[src/rtl/lane_scroll_ctrl.sv]
// Purpose : per-frame scroll scheduler; at vertical-blank start it steps every
//           lane's shadow offset through one shared adder, then commits all
//           lanes to the live offsets in a single cycle.
// Latency : vb_start at T -> UPDATE T+1..T+NUM_LANES, COMMIT T+NUM_LANES+1,
//           frame_tick and new live offsets visible at T+NUM_LANES+2.
// Backpressure: none; a vb_start seen while busy is dropped (no queueing),
//           and pause suppresses the whole frame's update when sampled at vb_start.
//
// Ports:
//   clk, reset          : single clock, synchronous active-high reset
//   colPos, rowPos      : raster position from the VGA timing counters
//   pause               : skip this frame's update (sampled at vb_start only)
//   speed_cfg, dir_cfg  : per-lane speed (pixels/frame) and direction (1 = +)
//   row_offset          : registered live offset of the lane under rowPos
//   lane_offsets        : all live offsets, lane i at [i*OFFSET_W +: OFFSET_W]
//   frame_tick          : one-cycle pulse the cycle after commit
//   frame_count         : committed-frame counter (wraps)
//   busy                : high while in UPDATE or COMMIT

module lane_scroll_ctrl #(
    parameter int NUM_LANES   = 8,
    parameter int LANE_H      = 32,
    parameter int ACTIVE_ROWS = 480,
    parameter int OFFSET_W    = 11,
    parameter int SPEED_W     = 4
) (
    input  logic                          clk,
    input  logic                          reset,
    input  logic [9:0]                    colPos,
    input  logic [9:0]                    rowPos,
    input  logic                          pause,
    input  logic [NUM_LANES*SPEED_W-1:0]  speed_cfg,
    input  logic [NUM_LANES-1:0]          dir_cfg,
    output logic [OFFSET_W-1:0]           row_offset,
    output logic [NUM_LANES*OFFSET_W-1:0] lane_offsets,
    output logic                          frame_tick,
    output logic [15:0]                   frame_count,
    output logic                          busy
);

    localparam int                IDX_W      = $clog2(NUM_LANES);
    localparam int                LANE_SHIFT = $clog2(LANE_H);
    localparam logic [IDX_W-1:0]  LAST_IDX   = IDX_W'(NUM_LANES - 1);
    localparam logic [9:0]        VB_ROW     = 10'(ACTIVE_ROWS);

    typedef enum logic [1:0] {
        S_IDLE   = 2'd0,
        S_UPDATE = 2'd1,
        S_COMMIT = 2'd2
    } state_t;

    // ------------------------------------------------------------------
    // State and storage
    // ------------------------------------------------------------------
    state_t                r_state;
    state_t                w_next_state;

    logic [IDX_W-1:0]      r_idx;
    logic                  r_vb_prev;
    logic [OFFSET_W-1:0]   r_shadow [NUM_LANES];
    logic [OFFSET_W-1:0]   r_live   [NUM_LANES];
    logic [OFFSET_W-1:0]   r_row_offset;
    logic                  r_frame_tick;
    logic [15:0]           r_frame_count;

    // ------------------------------------------------------------------
    // Combinational signals
    // ------------------------------------------------------------------
    logic                  w_vb_raw;
    logic                  w_vb_start;
    logic                  w_busy;
    logic                  w_start_frame;
    logic                  w_upd_en;
    logic                  w_commit_en;

    logic [OFFSET_W-1:0]   w_cur_shadow;
    logic [SPEED_W-1:0]    w_speed;
    logic [OFFSET_W-1:0]   w_speed_ext;
    logic                  w_dir;
    logic [OFFSET_W-1:0]   w_sum;

    logic [9:0]            w_lane;
    logic [OFFSET_W-1:0]   w_row_sel;

    // ------------------------------------------------------------------
    // Vertical-blank start: rising edge of the (ACTIVE_ROWS, 0) pixel, so a
    // raster parked on that pixel for several cycles starts only one frame.
    // ------------------------------------------------------------------
    assign w_vb_raw   = (rowPos == VB_ROW) && (colPos == 10'd0);
    assign w_vb_start = w_vb_raw && !r_vb_prev;

    // ------------------------------------------------------------------
    // FSM: state register
    // ------------------------------------------------------------------
    always_ff @(posedge clk) begin
        if (reset) begin
            r_state <= S_IDLE;
        end else begin
            r_state <= w_next_state;
        end
    end

    // ------------------------------------------------------------------
    // FSM: next-state logic
    // ------------------------------------------------------------------
    always_comb begin
        w_next_state = r_state;
        case (r_state)
            S_IDLE: begin
                // vb_start while paused leaves us in IDLE with nothing done
                if (w_vb_start && !pause) begin
                    w_next_state = S_UPDATE;
                end
            end
            S_UPDATE: begin
                if (r_idx == LAST_IDX) begin
                    w_next_state = S_COMMIT;
                end
            end
            S_COMMIT: begin
                w_next_state = S_IDLE;
            end
            default: begin
                w_next_state = S_IDLE;
            end
        endcase
    end

    // ------------------------------------------------------------------
    // FSM: output decode
    // ------------------------------------------------------------------
    always_comb begin
        w_busy        = 1'b0;
        w_start_frame = 1'b0;
        w_upd_en      = 1'b0;
        w_commit_en   = 1'b0;
        case (r_state)
            S_IDLE: begin
                w_start_frame = w_vb_start && !pause;
            end
            S_UPDATE: begin
                w_busy   = 1'b1;
                w_upd_en = 1'b1;
            end
            S_COMMIT: begin
                w_busy      = 1'b1;
                w_commit_en = 1'b1;
            end
            default: begin
                w_busy = 1'b0;
            end
        endcase
    end

    // ------------------------------------------------------------------
    // Shared adder/subtractor, steered by r_idx. Speed and direction are
    // taken live in the lane's own UPDATE cycle. Wrap is modulo 2^OFFSET_W
    // simply by truncation to the offset width.
    // ------------------------------------------------------------------
    assign w_cur_shadow = r_shadow[r_idx];
    assign w_speed      = speed_cfg[r_idx*SPEED_W +: SPEED_W];
    assign w_speed_ext  = OFFSET_W'(w_speed);
    assign w_dir        = dir_cfg[r_idx];
    assign w_sum        = w_dir ? (w_cur_shadow + w_speed_ext)
                                : (w_cur_shadow - w_speed_ext);

    // ------------------------------------------------------------------
    // Lane lookup for the row under the raster. Rows past the last lane
    // (lane index >= NUM_LANES) read as offset 0.
    // ------------------------------------------------------------------
    assign w_lane = rowPos >> LANE_SHIFT;

    always_comb begin
        w_row_sel = '0;
        for (int i = 0; i < NUM_LANES; i++) begin
            if (w_lane == 10'(i)) begin
                w_row_sel = r_live[i];
            end
        end
    end

    // ------------------------------------------------------------------
    // Datapath registers
    // ------------------------------------------------------------------
    always_ff @(posedge clk) begin
        if (reset) begin
            r_idx         <= '0;
            r_vb_prev     <= 1'b0;
            r_row_offset  <= '0;
            r_frame_tick  <= 1'b0;
            r_frame_count <= '0;
            for (int i = 0; i < NUM_LANES; i++) begin
                r_shadow[i] <= '0;
                r_live[i]   <= '0;
            end
        end else begin
            r_vb_prev    <= w_vb_raw;
            r_row_offset <= w_row_sel;
            // Tick lands the cycle after COMMIT, together with the new live
            // values; COMMIT lasts one cycle so the pulse can never repeat.
            r_frame_tick <= w_commit_en;

            if (w_start_frame) begin
                r_idx <= '0;
            end

            if (w_upd_en) begin
                r_shadow[r_idx] <= w_sum;
                r_idx           <= (r_idx == LAST_IDX) ? '0 : r_idx + 1'b1;
            end

            if (w_commit_en) begin
                for (int i = 0; i < NUM_LANES; i++) begin
                    r_live[i] <= r_shadow[i];
                end
                r_frame_count <= r_frame_count + 16'd1;
            end
        end
    end

    // ------------------------------------------------------------------
    // Outputs
    // ------------------------------------------------------------------
    genvar g;
    generate
        for (g = 0; g < NUM_LANES; g++) begin : g_lane_out
            assign lane_offsets[g*OFFSET_W +: OFFSET_W] = r_live[g];
        end
    endgenerate

    assign row_offset  = r_row_offset;
    assign frame_tick  = r_frame_tick;
    assign frame_count = r_frame_count;
    assign busy        = w_busy;

endmodule

[config.mk]
export PLATFORM = sky130hd
export DESIGN_NAME = lane_scroll_ctrl
export DESIGN_NICKNAME = d
export VERILOG_FILES = /design/src/rtl/lane_scroll_ctrl.sv
export SDC_FILE = /design/constraint.sdc
export NUM_CORES = 1
export LEC_CHECK = 0
export ABC_CLOCK_PERIOD_IN_PS = 12550
export CORE_ASPECT_RATIO = 1.5
export CORE_MARGIN = 8
export CORE_UTILIZATION = 45
export CTS_BUF_LIST = sky130_fd_sc_hd__clkbuf_8
export DETAILED_ROUTE_END_ITERATION = 6
export PLACE_DENSITY = 0.82
export RECOVER_POWER = 50
export SYNTH_ARGS = -nofsm -noshare
export SYNTH_HDL_FRONTEND = slang
export SYNTH_SLANG_ARGS = --single-unit
[constraint.sdc]
create_clock -name clk -period 12.55 [get_ports clk]
set_input_delay 1.255 -clock clk [delete_from_list [all_inputs] [get_ports clk]]
set_output_delay 1.255 -clock clk [all_outputs]
set_load 0.02 [all_outputs]
Word-level counts from Yosys, hierarchy flattened --
Memory sizes are Yosys's and may differ from the RTL's. A register that Yosys moved wholly into a read port is not among the register bits. Cells that the tools add are included.
Storage, ports and cells: bits in writable memories 176, output and inout bits 117, word-level logic and storage cells 89, register bits 34, bits of input ports 63, memories kept 2
Operators by class: equality and inequality tests 13, reduce and logical (&&, ||, !) cells 12, bitwise gates (word level) 8, $lt $le $gt $ge 1, shift-type cells 1, muxes and demuxes 42, $add $sub $neg 4
Memories:
- r_live | words 8, bits a word 11, rd ports 8, clocked after memory_dff 0, wr ports 8, line 61 | logic [OFFSET_W-1:0] r_live [NUM_LANES];
- r_shadow | words 8, bits a word 11, rd ports 9, clocked after memory_dff 1, wr ports 8, line 60 | logic [OFFSET_W-1:0] r_shadow [NUM_LANES];
Operator list (number):
- two-way mux 11 bit | 18
- variable part select 32 x 6 -> 4 bit | 1
- equality test 5 x 3 -> 1 bit, second input constant | 4
- logical NOT 10 bit | 2
- two-way mux 3 bit | 6
- adder 16 x 1 -> 16 bit, second input constant | 1
- two-way mux 1 bit | 14
- adder 11 x 4 -> 11 bit | 1
- OR reduction 11 bit | 1
- subtractor 11 x 4 -> 11 bit | 1
- equality test 10 x 9 -> 1 bit, second input constant | 1
- equality test 5 x 2 -> 1 bit, second input constant | 2
- OR 1 bit | 8
- equality test 5 x 1 -> 1 bit, second input constant | 1
- less-than comparator 3 x 4 -> 1 bit, second input constant | 1
- two-way mux 2 bit | 2
- inequality test 2 bit, second input constant | 2
- one-hot mux 2 bit (2 select lines) | 1
- adder 3 x 1 -> 3 bit, second input constant | 1
- binary-select mux 1 bit (select 3 bit) | 1
- equality test 3 bit, second input constant | 1
- logical AND 1 bit | 3
- equality test 2 x 1 -> 1 bit, second input constant | 1
- equality test 2 bit, second input constant | 1
- 5 further kinds | 6

Depth between registers and ports, before layout --
word-level depth 9, depth in mapped cells 19, mapped depth without buffers 15

Least setup slack after synthesis --
No wires, ideal clock.
path kind input to register, from input port speed_cfg[25], to memory r_shadow[7][10] (data pin), buffers on the path 0, arrival time 4131 ps, stages 14, setup time 266 ps, setup slack 8153 ps, required time 12284 ps, cell sequence mux4_2 > mux2i_1 > nand2_1 > nor2_1 > ha_1 > nor2_1 > a21oi_1 > ha_1 > and3_1 > a221oi_1 > nor3b_1 > o21ai_0 > xnor3_2 > nor2_1
RTL lines:
- from (decl) | line 32 | input logic [NUM_LANES*SPEED_W-1:0] speed_cfg,
- to (decl) | line 60

==> metrics <==
number of ports placed on the die boundary=180; clock tree from TritonCTS=yes; hold path endpoint=frame_count[5]; count of clock tree sinks=between 200 and 250; Tightest Hold Check Type=reg -> reg; number of warnings issued by yosys=0; total number of vias=slightly above 7,000; final-report max-slew violation count=about 220; die extent in y=approximately 200 um; total DRC errors in the routed layout=2; nets in the synthesized netlist=881; Nets=roughly 1,100; number of failing setup endpoints in the final timing report=0; post-cts repair resize count=0; part of the power in the clock network=0.375; category of the most critical setup path=in -> reg; Total Wirelength=26,720 um; total negative slack=0 ps; Clock H-tree levels=1; Async SR Flop Fraction=0; first-pass GRT wire length=~42,000 um; violations in the final reports=DRC, capacitance limit, slew limit; depth of the most critical reg-to-reg path=15; vias per cell=between 5 and 6; category of the worst setup path launch point=input port; Switch Pwr=about 360 uW; signal arrival time at the worst endpoint=approximately 7300 ps; reg-to-reg endpoint=r_shadow[7][7]; maximum number of pins on one net before global-route repair=77; post-synthesis average cell area=between 10 and 15 um2; CP endpoint kind=flop; number of flip-flops and latches in the synthesized netlist=around 210; non-filler cells, final=1,277; antenna violation net count after detailed routing=0; core box area=~22,000 um2; combinational power share=0.099; cell-internal power=1157 uW; netlist area before placement=just over 10,000 um2; number of antenna violations at the first check in global routing=0; Least-Margin Pin Slew=around 4000 ps; number of placed instances with taps included=around 1,200; insertion delay to the later sink of the worst-skew pair=~570 ps; HPWL after detailed placement=between 20,000 and 25,000 um; layout overhead on the synthesized area=26.04%; number of port buffers=around 180; Die Area=between 20,000 and 30,000 um2; initial standard-cell utilization of the core=0.4555; Switching Fraction=0.2378; outcome=complete, but fails checks; Power Total=between 1500 and 2000 uW; max frequency=~0.14 GHz; endpoints failing hold=0; cts hold-fix bufs=0; Power Density=around 120 nW/um2; Bufs on Longest Clock Path=3; Reg-to-Reg Start=r_idx[0]; final worst path period need=7281 ps; count of inserted antenna diode cells=0; Detailed Route Iter0 Violations=between 400 and 500; fraction of layout instances using a drive strength above 1=0.1059; number of instances in the synthesized netlist=~800; number of synthesized flops with an enable pin=about 180; max-cap viol count=3; leakage component of the power=around 0.0047 uW; Layout Skew=approximately 30 ps; clock slew seen by the registers of the worst setup and hold paths=around 60 ps; vias in the first global route=7,498; global route total overflow=0; setup repair after global routing missed its margin=false; commonest register cell after synthesis=sky130_fd_sc_hd__edfxtp_1; period utilization=0.5802; distinct cell type count after synthesis=59; most common cell after layout, fill and taps aside=sky130_fd_sc_hd__edfxtp_1; R2R Setup Slk=between 7000 and 8000 ps; number of stages on the worst hold path=2; global router's overall resource usage=0.1915; largest fanout of any net on the critical path=76; hold slack=between 500 and 600 ps; source of the worst hold timing path=frame_count[5]; chip width=138.7 um; share of power burned in registers=0.526; relative slew slack=-1.632; final RePlAce weighted congestion=around 0.93; leading cell types in the layout, fill and taps excluded=sky130_fd_sc_hd__edfxtp_1 (176), sky130_fd_sc_hd__dlygate4sd3_1 (116), sky130_fd_sc_hd__nor2_1 (92), sky130_fd_sc_hd__clkdlybuf4s50_1 (62), sky130_fd_sc_hd__and2_0 (48); Num CTS Buffers=29; number of detailed-routing iterations run before antenna repair=7; critical path data required time=approximately 13,000 ps; std cell rows=67; Routed wire per std cell=approximately 21 um; post-CTS setup buffer count=0; maximum VDD drop=approximately 74 uV; Root Buffer=sky130_fd_sc_hd__clkbuf_8; sequential element share of the synthesized area=0.5932
## per-layer routing
layer  wire [um]  part of all wire  vias up  global-route usage
li1            -                 -     3321                   -
met1        9842              0.37     3426              0.2104
met2       13720              0.51      361              0.3498
met3        1918             0.072       59             0.03309
met4        1236             0.046        0              0.1040
met5           0                 0        -                   0
## flip-flops by register name, indices dropped and copies added, names as in the netlist, named ones only
register,cells
row_offset,11
r_shadow,88
frame_tick,1
r_state,2
r_vb_prev,1
frame_count,16
r_live,88
r_idx,3
## final cells by class
| class | instances | area (um2) |
|---|---|---|
| Sequential cell | 213 | 6026 |
| Fill cell | 1751 | 9497 |
| Multi-Input combinational cell | 527 | 3882 |
| Clock buffer | 34 | 467.9 |
| Timing Repair Buffer | 188 | 1843 |
| Inverter | 19 | 71.32 |
| Clock inverter | 20 | 166.4 |
| Tap cell | 276 | 345.3 |
## power groups by stage
stage / logic (uW) / registers [uW] / clock network (uW)
after floorplan: 65.2 / 824 / 0
after global placement: 154 / 811 / 0
after detailed placement: 155 / 813 / 0
after CTS: 156 / 797 / 574
after global routing: 162 / 800 / 602
final: 151 / 798 / 569
## worst max-delay path, cell delays in order
cell                       delay [ps]
sky130_fd_sc_hd__buf_2             70
sky130_fd_sc_hd__clkbuf_1        2270
sky130_fd_sc_hd__or2_0            800
sky130_fd_sc_hd__clkbuf_1        2810
## per-stage QoR
stage               utilization  area (um2)  setup WS, ps
floorplan                     -       10160          8153
global placement         0.5464       12180          7161
detailed placement       0.5464       12180          6962
CTS                      0.5749       12820          7527
global route             0.5741       12800          4749
finish                   0.5741       12800          5269
## cell usage after synthesis (6+ instances only)
master / count / area, um2
sky130_fd_sc_hd__inv_1: 19 / 71.32
sky130_fd_sc_hd__nand3b_1: 6 / 45.04
sky130_fd_sc_hd__o31ai_1: 8 / 60.06
sky130_fd_sc_hd__nor2b_1: 24 / 150.1
sky130_fd_sc_hd__clkbuf_1: 25 / 93.84
sky130_fd_sc_hd__a222oi_1: 9 / 90.09
sky130_fd_sc_hd__mux2_2: 11 / 123.9
sky130_fd_sc_hd__nand2_1: 46 / 172.7
sky130_fd_sc_hd__a21oi_1: 30 / 150.1
sky130_fd_sc_hd__and3_1: 12 / 75.07
sky130_fd_sc_hd__dfxtp_1: 37 / 740.7
sky130_fd_sc_hd__xor2_1: 10 / 87.58
sky130_fd_sc_hd__mux2i_1: 13 / 130.1
sky130_fd_sc_hd__ha_1: 18 / 225.2
sky130_fd_sc_hd__o311ai_0: 8 / 70.07
sky130_fd_sc_hd__xnor2_1: 6 / 52.55
sky130_fd_sc_hd__nand2b_1: 13 / 81.33
sky130_fd_sc_hd__and2_1: 78 / 488.0
sky130_fd_sc_hd__mux4_2: 35 / 788.3
sky130_fd_sc_hd__buf_2: 7 / 35.03
sky130_fd_sc_hd__edfxtp_1: 176 / 5285
sky130_fd_sc_hd__or3_1: 8 / 50.05
sky130_fd_sc_hd__nand3_1: 16 / 80.08
sky130_fd_sc_hd__nor2_1: 92 / 345.3
sky130_fd_sc_hd__o21ai_0: 24 / 120.1
sky130_fd_sc_hd__nor3_1: 8 / 40.04
## logic make-up after synthesis
family                     count (synthesis)  share of synthesized area
and+or+nand+nor                          327                     0.1700
DFF                                      213                     0.5932
AOI/OAI and AO/OA                        105                    0.06935
buffers and inverters                     59                    0.02451
muxes                                     59                     0.1026
adders and majority gates                 19                    0.02414
xor gates and xnor gates                  17                    0.01614
## worst max path at each step
stage               slack [ps]          start  depth (start not counted)               to
floorplan                 8150  speed_cfg[25]                         14  r_shadow[7][10]
finish                    5270          reset                          4    r_live[0][38]
CTS                       7530       r_idx[0]                         15   r_shadow[3][7]
global placement          7160   speed_cfg[0]                         16   r_shadow[5][7]
detailed placement        6960   speed_cfg[0]                         16   r_shadow[4][7]
global route              4750          reset                          4    r_live[0][27]
Note: power is estimated with default switching activity, not from simulation.
